--- src/rtl/char_health_ctrl.sv ---
// Player health and life-cycle controller: damage/heal, invulnerability frames,
// death timer, one-cycle respawn pulse and draw-flicker flag. All outputs registered.
module char_health_ctrl #(
  parameter int unsigned MAX_HP        = 8,
  parameter int unsigned IFRAME_FRAMES = 60,
  parameter int unsigned DEATH_FRAMES  = 120
) (
  input  logic       clk,
  input  logic       rst,
  input  logic       frame_tick,
  input  logic       game_start,
  input  logic       hit,
  input  logic [3:0] hit_dmg,
  input  logic       heal,
  input  logic [3:0] heal_amt,
  output logic [3:0] current_health,
  output logic       invuln,
  output logic       blink,
  output logic       char_dead,
  output logic       freeze,
  output logic       respawn
);

  localparam logic [3:0] MaxHp      = 4'(MAX_HP);
  localparam logic [7:0] IframeLast = 8'(IFRAME_FRAMES);
  localparam logic [7:0] DeathLast  = 8'(DEATH_FRAMES);

  typedef enum logic [2:0] {
    StIdle,
    StAlive,
    StHurt,
    StDead,
    StRespawn
  } state_e;

  state_e     state_q, state_d;
  logic [3:0] health_q, health_d;
  logic [7:0] fcnt_q, fcnt_d;
  logic       invuln_d, blink_d, char_dead_d, freeze_d, respawn_d;

  logic [7:0] fcnt_inc;
  logic [4:0] heal_sum;
  logic [3:0] healed_hp;
  logic [3:0] damaged_hp;

  always_comb begin
    fcnt_inc   = fcnt_q + 8'd1;
    heal_sum   = {1'b0, health_q} + {1'b0, heal_amt};
    healed_hp  = (heal_sum > {1'b0, MaxHp}) ? MaxHp : heal_sum[3:0];
    // Saturate at zero instead of wrapping the 4-bit value.
    damaged_hp = (hit_dmg >= health_q) ? 4'd0 : health_q - hit_dmg;
  end

  always_comb begin
    state_d  = state_q;
    health_d = health_q;
    fcnt_d   = fcnt_q;

    unique case (state_q)
      StIdle: begin
        if (game_start) begin
          state_d  = StRespawn;
          health_d = MaxHp;
          fcnt_d   = 8'd0;
        end
      end
      StAlive: begin
        // A real hit wins over a same-cycle heal; a zero-damage hit is a no-op.
        if (hit && (hit_dmg != 4'd0)) begin
          health_d = damaged_hp;
          fcnt_d   = 8'd0;
          state_d  = (damaged_hp == 4'd0) ? StDead : StHurt;
        end else if (heal) begin
          health_d = healed_hp;
        end
      end
      StHurt: begin
        if (heal) begin
          health_d = healed_hp;
        end
        if (frame_tick) begin
          if (fcnt_inc == IframeLast) begin
            state_d = StAlive;
            fcnt_d  = 8'd0;
          end else begin
            fcnt_d = fcnt_inc;
          end
        end
      end
      StDead: begin
        health_d = 4'd0;
        if (frame_tick) begin
          if (fcnt_inc == DeathLast) begin
            state_d  = StRespawn;
            health_d = MaxHp;
            fcnt_d   = 8'd0;
          end else begin
            fcnt_d = fcnt_inc;
          end
        end
      end
      StRespawn: begin
        state_d = StHurt;
        fcnt_d  = 8'd0;
      end
      default: begin
        state_d  = StIdle;
        health_d = MaxHp;
        fcnt_d   = 8'd0;
      end
    endcase
  end

  // Outputs are registered from the next state so they line up with the state they describe.
  always_comb begin
    invuln_d    = (state_d == StHurt);
    blink_d     = (state_d == StHurt) ? ~fcnt_d[2] : 1'b1;
    char_dead_d = (state_d == StDead);
    freeze_d    = (state_d == StIdle) || (state_d == StDead) || (state_d == StRespawn);
    respawn_d   = (state_d == StRespawn);
  end

  always_ff @(posedge clk) begin
    if (rst) begin
      state_q   <= StIdle;
      health_q  <= MaxHp;
      fcnt_q    <= 8'd0;
      invuln    <= 1'b0;
      blink     <= 1'b0;
      char_dead <= 1'b0;
      freeze    <= 1'b1;
      respawn   <= 1'b0;
    end else begin
      state_q   <= state_d;
      health_q  <= health_d;
      fcnt_q    <= fcnt_d;
      invuln    <= invuln_d;
      blink     <= blink_d;
      char_dead <= char_dead_d;
      freeze    <= freeze_d;
      respawn   <= respawn_d;
    end
  end

  assign current_health = health_q;

endmodule

--- config.mk ---
export PLATFORM = sky130hd
export DESIGN_NAME = char_health_ctrl
export DESIGN_NICKNAME = d
export VERILOG_FILES = /design/src/rtl/char_health_ctrl.sv
export SDC_FILE = /design/constraint.sdc
export NUM_CORES = 1
export LEC_CHECK = 0
export ABC_CLOCK_PERIOD_IN_PS = 2400
export CAP_MARGIN = 40
export CORE_MARGIN = 5
export CORE_UTILIZATION = 49
export CTS_BUF_LIST = sky130_fd_sc_hd__clkbuf_16
export DETAILED_ROUTE_END_ITERATION = 10
export PLACE_DENSITY = 0.76
export SLEW_MARGIN = 20
export SYNTH_ARGS = -nofsm -noshare
export SYNTH_HDL_FRONTEND = slang
export SYNTH_SLANG_ARGS = --single-unit
--- constraint.sdc ---
create_clock -name clk -period 2.4 [get_ports clk]
set_input_delay 0.48 -clock clk [delete_from_list [all_inputs] [get_ports clk]]
set_output_delay 0.48 -clock clk [all_outputs]
set_load 0.02 [all_outputs]
==> results.md, run 1 <==
* Run status: finished, final reports clean
* Clock share of power at 33.7%
* Clock Pin Slew Worst Setup and Hold Paths at 60 ps
* Post-layout util at 71.6%
* Largest net degree at the start of global routing at 14
* CTS max path bufs at 2
* Mean Syn Cell Area at 8.24 um2
* Final Max Tran Viols at 0
* Setup Slack @ Placement at -660 ps
* Switching Fraction at 28.4%
* DRC viols at 0
* Floorplan die width at 66.5 um
* Cells on worst reg2reg path at 8
* Max Clk Rate at 433 MHz
* Top cell type by total area after synthesis: dfxtp_1
* Hold Startpoint: fcnt_q[7]
* Worst-Skew Late Latency at 250 ps
* NumNets Final at 260
* P_int at 727 uW
* Area post-placement at 1970 um2
* Gate Count Post-Synth at 190
* Vias post-DR at 1596
* Critical path's slowest cell: fa_2
* Static Leakage at 0.882 nW
* WHS Endpoint: fcnt_q[7]
* # Max-Cap Violations at 0
* Worst r2r dst: current_health[2]
* Max transition margin at 64.8%
* FP Rows at 20
* Startpoint Class: primary input
* Synth Cell Area at 1570 um2
* Cell family with most CP delay: adder cells
* Post-route ant nets at 0
* Synth top area cells: dfxtp_1 (26%), ha_1 (7.2%), a21oi_1 (5.1%)
* Minimum clock period at 2310 ps
* Starting Density at 51.3%
* Synth warnings at 0
* Final setup viols at 0
* CP max stage delay at 530 ps
* Fin worst setup slack at 89.7 ps
* Post-synthesis sequential area ratio at 25.6%
* Top-Level Pins at 23
* Top-area cell type share of the netlist area at 25.6%
* Global-route wire length before repair at 6970 um
* Avg WL per Cell at 14.7 um
* Seq pwr share at 35.9%
* Async S/R FF share, synth at 0%
* Vias in the first global route at 1576
* Measured slew at the worst slew-check pin at 523 ps
* CP required at 2600 ps
* # hold bufs at CTS at 0
* WS Path Type: in -> reg
* Unique masters post-synth at 61
* Hold WC Path Type: reg -> reg
* Hpwl dp at 3060 um
* Worst path bufs/invs at 4
* Final WL at 4100 um
* Final GP Congestion at 0.839
* DIE AREA at 4420 um2
* Peak VDD IR at 0.324 mV
* #FFs+latches synth at 20
* Area delta synth->final at 39.7%
* # fillers at 233
* GRT Total Usage at 20.0%
* Root buffer cell: clkbuf_16
* Drt pass-1 iters at 5
* Post-synth EDFFs at 0
* Hold Path Stages at 2
* Crit Path Max Fanout at 2
* Grt ovf at 0
* Core ar. at 3050 um2
* Crit share post-route at 96.3%
* CP Capture Type: register
* Data arrival time of the critical path at 2510 ps
* Total CTS buffers at 3
* Clock tree sinks at 20
* Antenna violations before repair at 0
* H-Tree Level Count at 1
* Initial detailed-routing violation count at 72
* Top FF cell, synth: dfxtp_1
* Number of vias per cell at 5.74
* Port Buf Inserts at 22
* TritonCTS clock tree: built
* Net Count, Synth at 215
* FF-to-FF setup slack at 150 ps
* N_diodes at 0
* NetSw at 289 uW
* Crit-path cells: dlygate4sd2_1, ha_2, inv_2, fa_2, or3b_4, a2111oi_4, buf_4, a222oi_1, inv_1
* Worst r2r src: current_health[0]
* Pwr/cell area at 464 nW/um2
* Comb power frac at 30.4%
* Final Hold Vio Count at 0
* Layout cells sized above 1 at 28.6%
* Design area at 2190 um2
* Total power at 1.02 mW
* Worst Skew at 3.53 ps
* Die Ht at 66.5 um
## worst max-delay path by stage
stage | start | endpoint | slack (ps) | cells after the start
2_1_floorplan | heal_amt[0] | current_health[1] | 20 | 8
3_3_place_gp | heal_amt[0] | current_health[1] | -510 | 9
3_5_place_dp | heal_amt[0] | current_health[1] | -660 | 9
4_1_cts | hit_dmg[2] | invuln | 50 | 9
5_1_grt | heal_amt[2] | current_health[2] | -0.09 | 9
6_report | heal_amt[0] | current_health[2] | 90 | 9
## layout by cell type, fill, tap and decap left out, types with 2 or more instances in the layout
cell type / Yosys / final
buf_4: 3 / 27
dfxtp_1: 20 / 19
clkdlybuf4s50_1: 0 / 18
nand2_1: 15 / 15
nor2_1: 14 / 14
a21oi_1: 16 / 13
inv_1: 14 / 10
nand3_1: 8 / 8
o21ai_0: 6 / 6
a21o_1: 6 / 6
ha_1: 9 / 6
nor2b_1: 6 / 5
inv_2: 0 / 4
a21oi_2: 1 / 4
nand4_1: 4 / 4
mux2i_1: 4 / 3
nor3_1: 4 / 3
clkbuf_16: 0 / 3
dlygate4sd2_1: 0 / 3
a31oi_1: 3 / 2
or3_1: 2 / 2
xnor2_1: 4 / 2
nor3_2: 1 / 2
o21ai_1: 2 / 2
or2_2: 2 / 2
xnor2_2: 0 / 2
and2_1: 2 / 2
a221o_1: 2 / 2
fa_2: 0 / 2
ha_2: 0 / 2
## repair_timing
action                     in CTS  in global routing
gates resized for setup        17                 13
pin swaps                       8                  7
setup buffers                   2                  0
setup endpoints to repair       7                  8
## layout make-up
cell class,instances,area [um2],area share (%)
tap,44,55.1,2.52
clock inverter,1,3.75,0.172
timing repair buffer,49,422,19.3
multi-input combinational,147,1180,53.8
inverter,14,52.6,2.40
sequential,20,402,18.4
clock buffer,3,75.1,3.43
## power by group through the flow
stage                     Sequential, mW  Combinational [mW]  Clock, mW
after floorplan                    0.381               0.140          0
after global placement             0.370               0.264          0
after detailed placement           0.371               0.271          0
after CTS                          0.364               0.288      0.346
after global routing               0.367               0.336      0.365
final                              0.364               0.309      0.342
## synthesized netlist by cell type (3+ instances only)
master,instances
nor3_1,4
nor2_1,14
ha_1,9
a21oi_1,16
nand2_1,15
a21o_1,6
inv_1,14
dfxtp_1,20
o21ai_0,6
buf_4,3
xnor2_1,4
nor2b_1,6
mux2i_1,4
a31oi_1,3
nand4_1,4
nand3_1,8
## metrics by stage
| stage | TNS, ps | hold slack [ps] | cells |
|---|---|---|---|
| final | 0 | 520 | 278 |
| after detailed placement | -3710 | 499 | 272 |
| after floorplan | 0 | 464 | 190 |
| after global placement | -3130 | 493 | 272 |
| after global routing | -0.0937 | 543 | 278 |
| after CTS | 0 | 513 | 278 |
## logic make-up after synthesis
| group | after synthesis | synth area share [%] |
|---|---|---|
| buffers and inverters | 23 | 6.95 |
| XOR/XNOR | 5 | 2.80 |
| multiplexers | 5 | 3.28 |
| adder cells (fa/ha/maj) | 11 | 9.75 |
| AND/OR/NAND/NOR | 72 | 25.7 |
| flip-flops | 20 | 25.6 |
| AO/OA/AOI/OAI | 54 | 26.0 |
## worst register-to-register path, delay by kind of cell (launching register included)
kind | cells | cell delay, ps
adder cells (fa/ha/maj) | 2 | 720
AO/OA/AOI/OAI | 2 | 410
AND/OR/NAND/NOR | 1 | 390
flip-flops | 1 | 350
buffers and inverters | 3 | 310
## registers in the layout, summed over array words and instances, names as in the netlist
register and count:
fcnt_q 8, blink 1, char_dead 1, current_health 4
state_q 3, respawn 1, invuln 1, freeze 1
## layer usage
layer	GRT usage, %	wire length (um)	vias to the layer above
met4	6.09	56	0
met1	23.1	1700	756
met2	37.7	2110	45
li1	-	-	789
met3	2.53	234	6
met5	0	0	-
Power figures use the tool's default switching activity.
==> inputs of run 2 (changes only) <==
--- a/config.mk
+++ b/config.mk
@@ -11,6 +11,8 @@
 export CORE_UTILIZATION = 49
 export CTS_BUF_LIST = sky130_fd_sc_hd__clkbuf_16
 export DETAILED_ROUTE_END_ITERATION = 10
+export HOLD_SLACK_MARGIN = 0.02
+export MAX_ROUTING_LAYER = met4
 export PLACE_DENSITY = 0.76
 export SLEW_MARGIN = 20
 export SYNTH_ARGS = -nofsm -noshare
==> run 2 against run 1 <==
Net effect: flip-flop and latch count unchanged; clock power about the same; power decreased by 0.59%; largest cell class unchanged.
==> results.md, run 2 (same netlist as run 1, synthesis figures left out) <==
* Vias post-DR at 1623 (was 1596)
* Die Ht at 66.5 um (unchanged)
* Initial detailed-routing violation count at 83 (was 72)
* Final cell count without fillers at 278 (unchanged)
* TritonCTS clock tree: built (unchanged)
* Global-route wire length before repair at 6980 um (was 6970 um)
* WHS Endpoint: fcnt_q[7] (unchanged)
* Hold Path Stages at 2 (unchanged)
* Starting Density at 51.3% (unchanged)
* Max Clk Rate at 431 MHz (was 433 MHz)
* Total CTS buffers at 3 (unchanged)
* Hold Startpoint: fcnt_q[7] (unchanged)
* Cell family with most CP delay: adder cells (unchanged)
* Worst hold slack at 514 ps (was 520 ps)
* FF-to-FF setup slack at 150 ps (about the same)
* Final Hold Vio Count at 0 (unchanged)
* Crit share post-route at 96.7% (was 96.3%)
* # hold bufs at CTS at 0 (unchanged)
* Avg WL per Cell at 15.5 um (was 14.7 um)
* Post-route ant nets at 0 (unchanged)
* Minimum clock period at 2320 ps (was 2310 ps)
* Largest Register: fcnt_q (unchanged)
* Antenna violations before repair at 0 (unchanged)
* Root buffer cell: clkbuf_16 (unchanged)
* WS Path Type: in -> reg (unchanged)
* Number of vias per cell at 5.84 (was 5.74)
* CP required at 2580 ps (was 2600 ps)
* Pwr/cell area at 471 nW/um2 (was 464 nW/um2)
* Top-Level Pins at 23 (unchanged)
* CP max stage delay at 470 ps (was 530 ps)
* Final setup viols at 0 (unchanged)
* Max transition margin at 68.8% (was 64.8%)
* Grt ovf at 0 (unchanged)
* Area delta synth->final at 36.9% (was 39.7%)
* Hold WC Path Type: reg -> reg (unchanged)
* Startpoint Class: primary input (unchanged)
* Final WL at 4300 um (was 4100 um)
* Final Max Tran Viols at 0 (unchanged)
* DRC viols at 0 (unchanged)
* Vias in the first global route at 1622 (was 1576)
* Worst r2r src: current_health[0] (unchanged)
* H-Tree Level Count at 1 (unchanged)
* Crit Path Max Fanout at 3 (was 2)
* DIE AREA at 4420 um2 (unchanged)
* Data arrival time of the critical path at 2500 ps (was 2510 ps)
* Clock Pin Slew Worst Setup and Hold Paths at 60 ps (about the same)
* # Max-Cap Violations at 0 (unchanged)
* Most frequent cells in the layout: buf_4 (27), dfxtp_1 (19), clkdlybuf4s50_1 (18) (unchanged)
* Static Leakage at 0.865 nW (was 0.882 nW)
* Worst r2r dst: current_health[1] (was current_health[2])
* Crit-path cells: dlygate4sd2_1, ha_1, inv_1, fa_2, buf_4, nor3_2, mux2i_2, a21oi_2, o21ai_1, a21oi_1 (was dlygate4sd2_1, ha_2, inv_2, fa_2, or3b_4, a2111oi_4, buf_4, a222oi_1, inv_1)
* Area of the multi-input gates at 1130 um2 (was 1180 um2)
* FP Rows at 20 (unchanged)
* # fillers at 250 (was 233)
* Total power at 1.01 mW (was 1.02 mW)
* Worst-Skew Late Latency at 250 ps (about the same)
* Total area of sequential cells at 402 um2 (unchanged)
* N_diodes at 0 (unchanged)
* Peak VDD IR at 0.266 mV (was 0.324 mV)
* Critical path's slowest cell: fa_2 (unchanged)
* Worst path bufs/invs at 3 (was 4)
* Cells on worst reg2reg path at 7 (was 8)
* NumNets Final at 260 (unchanged)
* Run status: finished, final reports clean (unchanged)
* Hpwl dp at 3210 um (was 3060 um)
* Worst Skew at 2.11 ps (was 3.53 ps)
* Largest net degree at the start of global routing at 14 (unchanged)
* Max reg flops at 8 (unchanged)
* Measured slew at the worst slew-check pin at 467 ps (was 523 ps)
* Final GP Congestion at 0.861 (was 0.839)
* Levels on crit path at 10 (was 9)
* Floorplan die width at 66.5 um (unchanged)
* Drt pass-1 iters at 4 (was 5)
* Port Buf Inserts at 22 (unchanged)
* CTS max path bufs at 2 (unchanged)
* GRT Total Usage at 20.6% (was 20.0%)
* CP Capture Type: register (unchanged)
* Layout cells sized above 1 at 25.6% (was 28.6%)
* Leading cell type in the layout, fill and taps excluded: buf_4 (unchanged)
* Placed Instances at 273 (was 272)
* Core ar. at 3050 um2 (unchanged)
* Clock tree sinks at 20 (unchanged)
-- run 2: worst max-delay path by stage --
stage | to | from
after floorplan | current_health[1] | heal_amt[0]
after global placement | current_health[1] | heal_amt[0]
after detailed placement | current_health[1] | heal_amt[0]
after CTS | current_health[0] | hit_dmg[2]
after global routing | invuln | hit_dmg[2]
final | char_dead | hit_dmg[0]
-- run 2: final cells by class --
class                   count  area share (%)
clock buffers               3            3.50
clock inverters             1           0.175
inverters                  14            2.45
multi-input cells         147            52.9
flip-flops and latches     20            18.7
well taps                  44            2.57
repair buffers             49            19.7
-- run 2: worst register-to-register path: stages, from the launching register on --
cell	delay, ps
dfxtp_2	360
ha_2	190
inv_2	40
fa_2	540
or3b_4	390
a2111oi_4	370
nor2b_1	190
a221o_1	110
-- run 2: routing by layer --
metal,GRT usage (%),up-vias,share of wire [%]
met5,-,-,0
met2,39.0,44,54
li1,-,792,-
met3,3.04,4,4.1
met1,21.9,783,41
met4,6.09,0,0.93
-- run 2: stage by stage --
stage / setup WS (ps) / area, um2 / util [%] / TNS (ps)
after floorplan: 16.7 / 1570 / - / 0
after global routing: -45.4 / 2140 / 70.2 / -128
after global placement: -512 / 1980 / 64.9 / -3120
final: 79.2 / 2140 / 70.2 / 0
after detailed placement: -641 / 1980 / 64.9 / -4130
after CTS: 10.2 / 2110 / 69.0 / 0
-- run 2: power by group --
part           switching, mW  total, mW  internal, mW  leakage, nW
Clock                  0.123      0.345         0.222       0.0385
Combinational          0.152      0.300         0.148        0.663
Sequential            0.0155      0.364         0.349        0.163
-- run 2: what timing repair did --
action | CTS | global route
endpoints found under the setup margin | 7 | 11
cloned | 0 | 0
buffers inserted | 1 | 0
pin swaps | 10 | 3
gates resized for setup | 13 | 9
